--- src/rtl/regs_dump_ctrl.sv ---
// Debug dump sequencer: halts the pipeline, waits a drain period, snapshots the
// flattened register bank and streams it out MSB-first per register as bytes.
module regs_dump_ctrl #(
    parameter int REGISTERS_BANK_SIZE = 32,
    parameter int BUS_SIZE            = 32,
    parameter int DRAIN_CYCLES        = 4
) (
    input  logic                                    i_clk,
    input  logic                                    i_reset,
    input  logic                                    i_start,
    input  logic [REGISTERS_BANK_SIZE*BUS_SIZE-1:0] i_bus_debug,
    input  logic                                    i_tx_ready,
    output logic                                    o_tx_valid,
    output logic [7:0]                              o_tx_data,
    output logic                                    o_halt,
    output logic                                    o_busy,
    output logic                                    o_done
);

    localparam int TOTAL  = REGISTERS_BANK_SIZE * BUS_SIZE;
    localparam int NBYTES = TOTAL / 8;
    localparam int BPR    = BUS_SIZE / 8;
    localparam int CW     = (NBYTES > 1) ? $clog2(NBYTES) : 1;
    localparam int RW     = (REGISTERS_BANK_SIZE > 1) ? $clog2(REGISTERS_BANK_SIZE) : 1;
    localparam int SW     = (BPR > 1) ? $clog2(BPR) : 1;
    localparam int DW     = (DRAIN_CYCLES > 1) ? $clog2(DRAIN_CYCLES) : 1;

    typedef enum logic [2:0] {
        IDLE  = 3'd0,
        DRAIN = 3'd1,
        SNAP  = 3'd2,
        SEND  = 3'd3,
        DONE  = 3'd4
    } state_t;

    state_t           state, state_n;
    logic [DW-1:0]    drain_cnt, drain_cnt_n;
    logic [CW-1:0]    byte_cnt, byte_cnt_n;
    logic [RW-1:0]    reg_idx, reg_idx_n;
    logic [SW-1:0]    sub_idx, sub_idx_n;
    logic [TOTAL-1:0] shadow;
    logic             capture;

    logic             tx_valid_q, tx_valid_n;
    logic [7:0]       tx_data_q, tx_data_n;
    logic             halt_q, halt_n;
    logic             busy_q, busy_n;
    logic             done_q, done_n;

    // Byte s (0 = most significant) of register r inside a flattened bank.
    function automatic logic [7:0] pick(input logic [TOTAL-1:0] v,
                                        input logic [RW-1:0]    r,
                                        input logic [SW-1:0]    s);
        int               base;
        logic [TOTAL-1:0] sh;
        base = int'(r) * BUS_SIZE + BUS_SIZE - 8 - 8 * int'(s);
        sh   = v >> base;
        return sh[7:0];
    endfunction

    always_comb begin
        state_n     = state;
        drain_cnt_n = drain_cnt;
        byte_cnt_n  = byte_cnt;
        reg_idx_n   = reg_idx;
        sub_idx_n   = sub_idx;
        tx_data_n   = tx_data_q;
        capture     = 1'b0;

        case (state)
            IDLE: begin
                if (i_start) begin
                    state_n     = DRAIN;
                    drain_cnt_n = DW'(DRAIN_CYCLES - 1);
                end
            end
            DRAIN: begin
                if (drain_cnt == '0) state_n = SNAP;
                else                 drain_cnt_n = drain_cnt - DW'(1);
            end
            SNAP: begin
                // The first byte comes straight off the bus so it is valid on SEND entry.
                state_n    = SEND;
                capture    = 1'b1;
                byte_cnt_n = '0;
                reg_idx_n  = '0;
                sub_idx_n  = '0;
                tx_data_n  = pick(i_bus_debug, '0, '0);
            end
            SEND: begin
                if (tx_valid_q && i_tx_ready) begin
                    if (byte_cnt == CW'(NBYTES - 1)) begin
                        state_n = DONE;
                    end else begin
                        byte_cnt_n = byte_cnt + CW'(1);
                        if (sub_idx == SW'(BPR - 1)) begin
                            sub_idx_n = '0;
                            reg_idx_n = reg_idx + RW'(1);
                        end else begin
                            sub_idx_n = sub_idx + SW'(1);
                        end
                        tx_data_n = pick(shadow, reg_idx_n, sub_idx_n);
                    end
                end
            end
            DONE: begin
                state_n = IDLE;
            end
            default: begin
                state_n = IDLE;
            end
        endcase

        // Outputs are decoded from the next state so they register with it.
        halt_n     = (state_n == DRAIN) || (state_n == SNAP) || (state_n == SEND);
        busy_n     = (state_n != IDLE);
        tx_valid_n = (state_n == SEND);
        done_n     = (state_n == DONE);
        if (state_n != SEND) tx_data_n = '0;
    end

    always_ff @(posedge i_clk) begin
        if (!i_reset) begin
            state      <= IDLE;
            drain_cnt  <= '0;
            byte_cnt   <= '0;
            reg_idx    <= '0;
            sub_idx    <= '0;
            tx_valid_q <= 1'b0;
            tx_data_q  <= '0;
            halt_q     <= 1'b0;
            busy_q     <= 1'b0;
            done_q     <= 1'b0;
        end else begin
            state      <= state_n;
            drain_cnt  <= drain_cnt_n;
            byte_cnt   <= byte_cnt_n;
            reg_idx    <= reg_idx_n;
            sub_idx    <= sub_idx_n;
            tx_valid_q <= tx_valid_n;
            tx_data_q  <= tx_data_n;
            halt_q     <= halt_n;
            busy_q     <= busy_n;
            done_q     <= done_n;
        end
    end

    // Shadow needs no reset: it is only read after a capture.
    always_ff @(posedge i_clk) begin
        if (capture) shadow <= i_bus_debug;
    end

    assign o_tx_valid = tx_valid_q;
    assign o_tx_data  = tx_data_q;
    assign o_halt     = halt_q;
    assign o_busy     = busy_q;
    assign o_done     = done_q;

endmodule

--- config.mk ---
export PLATFORM = sky130hd
export DESIGN_NAME = regs_dump_ctrl
export DESIGN_NICKNAME = d
export VERILOG_FILES = /design/src/rtl/regs_dump_ctrl.sv
export SDC_FILE = /design/constraint.sdc
export NUM_CORES = 1
export LEC_CHECK = 0
export ABC_AREA = 1
export ABC_CLOCK_PERIOD_IN_PS = 48600
export CAP_MARGIN = 0
export CORE_AREA = 8 8 398 400
export CTS_BUF_LIST = sky130_fd_sc_hd__clkbuf_2 sky130_fd_sc_hd__clkbuf_4 sky130_fd_sc_hd__clkbuf_8
export DETAILED_ROUTE_END_ITERATION = 6
export DIE_AREA = 0 0 406 408
export SLEW_MARGIN = 20
export SYNTH_ARGS = -nofsm -noshare
export SYNTH_HDL_FRONTEND = slang
export SYNTH_SLANG_ARGS = --single-unit
--- constraint.sdc ---
create_clock -name i_clk -period 48.6 [get_ports i_clk]
set_input_delay 14.58 -clock i_clk [delete_from_list [all_inputs] [get_ports i_clk]]
set_output_delay 14.58 -clock i_clk [all_outputs]
set_load 0.02 [all_outputs]
=== Yosys cells after proc, flatten, opt, wreduce, memory -nomap -nowiden ===
Cells that the tools add are included.

* Add/subtract/negate cells: 7
* Shift-type cells: 1
* Multiplexer cells: 29
* Reductions and logical operators: 11
* Eq/ne operators: 14
* Bitwise gates (word level): 1

{| class="wikitable"
|+ Operators by type and width
! operator !! count
|-
| $shr A1024 B32 Y8 || 1
|-
| $mux W5 || 6
|-
| $mux W2 || 8
|-
| $mux W8 || 2
|-
| $pmux W8 S2 || 1
|-
| $mux W7 || 2
|-
| $pmux W7 S2 || 1
|-
| $sub A12 B6 Y13 || 1
|-
| $eq A3 B2 Y1 const B || 4
|-
| $mux W3 || 4
|-
| $pmux W3 S4 || 1
|-
| $sub A11 B4 Y12 const B || 1
|-
| $add A10 B6 Y11 const B || 1
|-
| $pmux W5 S2 || 1
|-
| $ne A2 B2 Y1 const B || 4
|-
| $pmux W2 S2 || 2
|-
| $add A7 B1 Y7 const B || 1
|-
| $eq A7 B7 Y1 const B || 1
|-
| $eq A3 B1 Y1 const B || 2
|-
| $reduce_and A3 Y1 || 2
|-
| $add A5 B1 Y5 const B || 1
|-
| $reduce_bool A2 Y1 || 2
|-
| $eq A3 B3 Y1 const B || 1
|-
| $logic_not A3 Y1 || 1
|-
| other kinds (11) || 12
|}

* Input bits: 1028
* Flip-flop bits (word level): 1055
* Word-level logic and storage cells: 74

=== Logic depth before layout (Yosys ltp) ===
Gate-level depths: netlist (run 1).

* Depth after elaboration: 12
* Mapped depth: 18
* Mapped depth without buffers: 15

=== Worst setup path after synthesis (run 1) ===
No wires, ideal clock.

* Path kind: register -> register
* From: reg state[1]
* To: reg tx_data_q[6] (netlist: o_tx_data[6])
* Arrival time: 46.911 ns
* Setup slack: 1.580 ns
* Buffers on the path: 1
* Stages on the path, launching flop included: 13
* Library setup time: 0.109 ns
* Required time: 48.491 ns
* Path through: dfxtp_1 -> inv_1 -> nor2_1 -> inv_1 -> nor2_1 -> inv_1 -> nand2_1 -> inv_1 -> buf_2 -> a21oi_1 -> nand3_1 -> nand2_1 -> inv_1

* Cells in the longest elaborated chain, start to end: 5
* Elaborated cells on any way between the ends: 16

{| class="wikitable"
|+ Ends and longest elaborated chain
! what !! line !! text
|-
| start, declared || 36 || <nowiki>state_t state, state_n;</nowiki>
|-
| start signal, assigned || 135 || <nowiki>state <= state_n;</nowiki>
|-
| $mux W3 || 92 || <nowiki>if (byte_cnt == CW'(NBYTES - 1)) begin</nowiki>
|-
| $mux W3 || 91 || <nowiki>if (tx_valid_q && i_tx_ready) begin</nowiki>
|-
| $pmux W3 S4 || 70 || <nowiki>case (state)</nowiki>
|-
| $ne A3 B2 Y1 || 119 || <nowiki>if (state_n != SEND) tx_data_n = '0;</nowiki>
|-
| $reduce_or A2 Y1 (no source line) || - ||
|-
| end signal, assigned || 141 || <nowiki>tx_data_q <= tx_data_n;</nowiki>
|-
| end, declared || 45 || <nowiki>logic [7:0] tx_data_q, tx_data_n;</nowiki>
|}

Parallel ways exist; a longest one is shown, timed or not.
A chain may end at the register's enable or synchronous reset.

=== Worst setup path after layout (run 1) ===
* From: reg tx_data_q[3] (netlist: o_tx_data[3])
* To: out o_tx_data[3]

{| class="wikitable"
|+ RTL lines
! what !! line !! text
|-
| end, declared || 14 || <nowiki>output logic [7:0] o_tx_data,</nowiki>
|}

No word-level cell between the ends.

==> flow_summary.json, run 1 <==
{
  "status": "finished, final reports clean",
  "async_flop_share_pct": 0,
  "cts.htree.levels": 4,
  "synth_flop_cell": "edfxtp_1",
  "max-slew-margin-rel_pct": 30.0,
  "core-area_mm2": 0.153,
  "min_period_ns": 16.55,
  "power_density_mw_per_mm2": 36.4,
  "portBuffers": 1039,
  "globalRouteTotalUtil_pct": 21.1,
  "p_seq_share_pct": 52.2,
  "clkLatencyLatePin_ns": 0.84,
  "fin_area_mm2": 0.0586,
  "drt_iter0_markers": 3566,
  "io_pins": 1040,
  "fin_worst_skew_ns": 0.0417,
  "drv_cap": 0,
  "grt_max_degree": 163,
  "hold_depth": 1,
  "yosysSeqAreaShare_pct": 74.3,
  "utilization_pct": 38.4,
  "die_h_um": 408,
  "numCtsBuffers": 184,
  "synth_top_area_cell": "edfxtp_1",
  "peakVddDrop_mv": 0.0212,
  "mostFrequentLayoutCell": "nand2_1",
  "drcViolationCount": 0,
  "finalSetupTns_ns": 0,
  "rsz0062_at_grt": "no",
  "crit_required_ns": 34.02,
  "switchingPower_mw": 0.503,
  "synth_cells": 3542,
  "die_w_um": 406,
  "post_dp_cell_area_mm2": 0.0548,
  "syn_avg_cell_area_um2": 11.9,
  "layout_common_cells": "nand2_1 (1105), clkdlybuf4s50_1 (1039), edfxtp_1 (1024), nand3_1 (956), clkbuf_8 (186)",
  "layout-drive-gt1-share_pct": 7.32,
  "arrival_ns": 1.97,
  "critPathTopFamily": "buffers and inverters",
  "first_pass_iters": 6,
  "drv_slew": 0,
  "cpPeakStageDelay_ns": 0.74,
  "fin_crit_sh_pct": 34.1,
  "min_from": "byte_cnt[4]",
  "setup_violations": 0,
  "via_per_inst": 4.76,
  "rows": 144,
  "wire_per_inst_um": 26.9,
  "hold_path.class": "reg -> reg",
  "preCtsSetupSlack_ns": 31.85,
  "timing.rr.end": "shadow[565]",
  "layout_setup_ws_ns": 32.05,
  "comb_power_share_pct": 8.9,
  "cts_resized": 0,
  "cts.sinks": 1055,
  "clkPwrFrac_pct": 38.9,
  "holdWs_ns": 0.467,
  "max_freq_mhz": 60.4,
  "worst_pin_slew_ns": 1.05,
  "dieArea_mm2": 0.166,
  "cp_num_buf_inv": 1,
  "grt_pass1_wl_um": 248000,
  "intPower_mw": 1.63,
  "post_cts.repair.setup_buffers": 0,
  "cellLeakagePower_nw": 20.6,
  "hold_end": "byte_cnt[4]",
  "synth_edf_count": 1024,
  "wl_um": 184000,
  "fillers": 14900,
  "final_antenna_net_count": 0,
  "crit_type": "reg -> out",
  "reg2reg_slack_ns": 42.57,
  "num_vias": 32509,
  "ys_top_cells_by_area": "edfxtp_1 (73%), nand3_1 (11%), nand2_1 (9.8%)",
  "worstPathCellList": "clkdlybuf4s50_1",
  "cts_tree": "built",
  "p_total_mw": 2.13,
  "area_delta_synth_final_pct": 38.7,
  "cp_max_fo": 2,
  "final_cells": 6836,
  "grt.overflow.total": 0,
  "gp_congestion": 0.892,
  "grt_pass1_vias": 32529,
  "worst-path-stages": 1,
  "r2r_cells": 10,
  "reg2reg_from": "state[1]",
  "hold_buffers": 0,
  "ys_types": 27,
  "dp_hpwl_um": 133000,
  "clock_path_buffers": 3,
  "start_util_pct": 27.7,
  "syn-num-nets": 4574,
  "hold_viol_final": 0,
  "antenna_found_initial": 67,
  "startpoint_type": "register",
  "place_inst": 6452,
  "synth_area_mm2": 0.0422,
  "fin_nets": 5626,
  "cts_root_buf": "clkbuf_8",
  "end_kind": "primary output",
  "netSwitchingFraction_pct": 23.6,
  "yosys_register_bits": 1055,
  "ys_warn_count": 0,
  "synth_top_area_share_pct": 72.8,
  "slowest_stage": "clkdlybuf4s50_1",
  "cts.reportedPaths.clkPinSlew_ns": 0.06
}
[synth_stat cells, types with 3 or more instances]
| cell type | number |
|---|---|
| nand4_1 | 3 |
| ha_1 | 4 |
| buf_1 | 31 |
| o21ai_0 | 26 |
| inv_2 | 3 |
| inv_1 | 74 |
| nor2_1 | 39 |
| dfxtp_1 | 31 |
| clkbuf_1 | 103 |
| nand3_1 | 956 |
| nor3_1 | 4 |
| buf_2 | 85 |
| buf_4 | 4 |
| a21oi_1 | 27 |
| nand2_1 | 1107 |
| o211ai_1 | 6 |
| edfxtp_1 | 1024 |
[worst max path at each step]
stage | start | to | slack [ns]
2_1_floorplan | state[1] | o_tx_data[6] | 1.58
3_3_place_gp | i_tx_ready | o_tx_data[2] | 31.87
5_1_grt | o_tx_data[4] | o_tx_data[4] | 31.92
6_report | o_tx_data[3] | o_tx_data[3] | 32.05
4_1_cts | o_tx_data[3] | o_tx_data[3] | 31.90
3_5_place_dp | i_tx_ready | o_tx_data[0] | 31.85
[layer usage]
layer	share of wire (%)	up-vias	global-route usage (%)	routed length, µm
met1	40	15866	26.4	72900
met5	0.061	-	0	112
met3	8.6	284	5.94	15900
met2	48	1609	34.6	89100
li1	-	14734	-	-
met4	3.2	16	8.21	5890
[power groups by stage]
stage / Sequential (mW) / Combinational [mW] / Clock (mW)
3_5_place_dp: 1.13 / 0.190 / 0
5_1_grt: 1.12 / 0.204 / 0.884
3_3_place_gp: 1.13 / 0.186 / 0
6_report: 1.11 / 0.189 / 0.829
2_1_floorplan: 1.28 / 0.0643 / 0
4_1_cts: 1.11 / 0.191 / 0.849
[logic make-up (layout without fill, tap and decap cells)]
family,count (synthesis),count (layout),synth area share [%]
other,0,62,0
XOR/XNOR,4,4,0.119
AND/OR/NAND/NOR,2113,2113,21.7
buffers and inverters,300,1488,2.95
flip-flops,1055,1055,74.3
adder cells (fa/ha/maj),4,4,0.119
AO/OA/AOI/OAI,66,66,0.850
[registers in the layout, indices dropped and copies added (netlist names)]
| signal | flops |
|---|---|
| shadow | 1024 |
| o_tx_data | 8 |
| byte_cnt | 7 |
| reg_idx | 5 |
| state | 3 |
| drain_cnt | 2 |
| sub_idx | 2 |
| o_busy | 1 |
| o_done | 1 |
| o_halt | 1 |
| o_tx_valid | 1 |
[layout make-up]
| type | count | area (µm²) | share of cell area (%) |
|---|---|---|---|
| inverters | 77 | 304 | 0.519 |
| well taps | 2044 | 2560 | 4.37 |
| multi-input cells | 2187 | 9680 | 16.5 |
| clock inverters | 81 | 658 | 1.12 |
| flip-flops and latches | 1055 | 31400 | 53.6 |
| clock buffers | 241 | 2970 | 5.08 |
| diodes | 62 | 155 | 0.265 |
| repair buffers | 1089 | 10900 | 18.6 |
Power figures use the tool's default switching activity.
==> run 2, diff against run 1 <==
- ABC_CLOCK_PERIOD_IN_PS: 48600 -> 15700
- clock period: 48.6 -> 15.7 ns (I/O delays scaled with it)
==> run 2 against run 1 <==
Hold slack worse by 0.010 ns. Setup slack worse by 23 ns. Wire length down 1.4%. Sequential share of layout area down 0.066 points. Largest cell class unchanged.
==> flow_summary.json, run 2 (synthesis gave the netlist of run 1 again) <==
{
  "status": "finished, final reports clean",
  "final_antenna_net_count": 0,
  "fin_crit_sh_pct": 42.2,
  "hold_viol_final": 0,
  "numCtsBuffers": 184,
  "final_cells": 6845,
  "mostFrequentLayoutCell": "nand2_1",
  "die_h_um": 408,
  "switchingPower_mw": 1.54,
  "place_inst": 6447,
  "hold_path.class": "reg -> reg",
  "hold_buffers": 0,
  "core-area_mm2": 0.153,
  "globalRouteTotalUtil_pct": 20.8,
  "cp_num_buf_inv": 1,
  "wire_per_inst_um": 26.5,
  "startpoint_type": "register",
  "comb_power_share_pct": 8.9,
  "clock_path_buffers": 3,
  "worstPathCellList": "clkdlybuf4s50_1",
  "io_pins": 1040,
  "fin_worst_skew_ns": 0.0240,
  "clkLatencyLatePin_ns": 0.86,
  "layout-drive-gt1-share_pct": 7.38,
  "gp_congestion": 0.896,
  "intPower_mw": 5.05,
  "arrival_ns": 1.92,
  "p_seq_share_pct": 52.3,
  "cpPeakStageDelay_ns": 0.72,
  "cp_max_fo": 2,
  "post_cts.repair.setup_buffers": 0,
  "area_delta_synth_final_pct": 38.9,
  "cts_tree": "built",
  "via_per_inst": 4.75,
  "holdWs_ns": 0.457,
  "end_kind": "primary output",
  "largest_reg_flops": 1024,
  "crit_type": "reg -> out",
  "dieArea_mm2": 0.166,
  "drcViolationCount": 0,
  "rsz0062_at_grt": "no",
  "largest-register": "shadow",
  "num_vias": 32536,
  "max-slew-margin-rel_pct": 19.1,
  "crit_required_ns": 10.99,
  "setup_violations": 0,
  "rows": 144,
  "drv_slew": 0,
  "grt_max_degree": 168,
  "clkPwrFrac_pct": 38.8,
  "cts_resized": 0,
  "critPathTopFamily": "buffers and inverters",
  "grt_pass1_vias": 32342,
  "drt_iter0_markers": 3665,
  "power_density_mw_per_mm2": 112,
  "portBuffers": 1039,
  "wl_um": 181000,
  "dp_hpwl_um": 131000,
  "first_pass_iters": 6,
  "min_period_ns": 6.63,
  "cts_root_buf": "clkbuf_8",
  "layout_common_cells": "nand2_1 (1104), clkdlybuf4s50_1 (1039), edfxtp_1 (1024), nand3_1 (956), clkbuf_8 (186)",
  "grt.overflow.total": 0,
  "drv_cap": 0,
  "max_freq_mhz": 151,
  "start_util_pct": 27.7,
  "antenna_found_initial": 86,
  "netSwitchingFraction_pct": 23.3,
  "peakVddDrop_mv": 0.0620,
  "grt_pass1_wl_um": 244000,
  "slowest_stage": "clkdlybuf4s50_1",
  "die_w_um": 406,
  "cts.htree.levels": 4,
  "cellLeakagePower_nw": 20.6,
  "fin_nets": 5622,
  "cts.sinks": 1055,
  "worst_pin_slew_ns": 1.21,
  "cts.reportedPaths.clkPinSlew_ns": 0.06
}
## run 2: path summary, 6_finish.rpt
path | startpoint | to | slack (ns) | cells after the start
max reg2reg | sub_idx[0] | o_tx_data[5] | 10.87 | 15
min | byte_cnt[4] | byte_cnt[4] | 0.46 | 1
min reg2reg | byte_cnt[4] | byte_cnt[4] | 0.46 | 1
max | o_tx_data[3] | o_tx_data[3] | 9.07 | 1
## run 2: worst register-to-register path, stage by stage (launching register included)
cell and delay [ns]:
dfxtp_1 0.38, ha_4 0.25, nor2_4 0.15, buf_12 0.43, buf_4 0.87, buf_4 0.83
nand2_1 0.23, nand3_1 0.15, nand3_1 0.48, nand3_1 0.48, nand3_1 0.14, nand3_1 0.12
nand3_1 0.09, nand3_1 0.07, nand2_1 0.06, inv_1 0.05
## run 2: area by class of cell
cell class | instances | area [µm²]
fill | 14895 | 94000
sequential | 1055 | 31400
timing repair buffer | 1085 | 10900
multi-input combinational | 2187 | 9700
clock buffer | 239 | 2960
tap | 2044 | 2560
clock inverter | 85 | 673
inverter | 77 | 304
antenna | 73 | 183
## run 2: through the flow
stage	total power, mW	area [µm²]	setup slack (ns)	TNS (ns)	utilization [%]
after floorplan	3.83	42300	-1.48	-387.46	-
after global placement	4.07	54800	9.23	0	35.9
after detailed placement	4.08	54800	9.22	0	35.9
after CTS	6.64	58400	8.95	0	38.3
after global routing	6.82	58600	8.96	0	38.4
final	6.58	58600	9.07	0	38.4
## run 2: power by group through the flow
stage | combinational [mW] | clock, mW | sequential [mW]
2_1_floorplan | 0.200 | 0 | 3.63
3_3_place_gp | 0.574 | 0 | 3.50
3_5_place_dp | 0.584 | 0 | 3.50
4_1_cts | 0.587 | 2.61 | 3.44
5_1_grt | 0.629 | 2.73 | 3.46
6_report | 0.584 | 2.56 | 3.44
## run 2: metal layers
layer	share of wire [%]	wire, µm	vias to the layer above	global-route usage (%)
met2	49	88300	1596	33.6
met5	0.089	162	-	0
met3	8.2	14900	289	5.30
met1	40	71900	15878	26.1
met4	3.2	5870	26	9.36
li1	-	-	14747	-
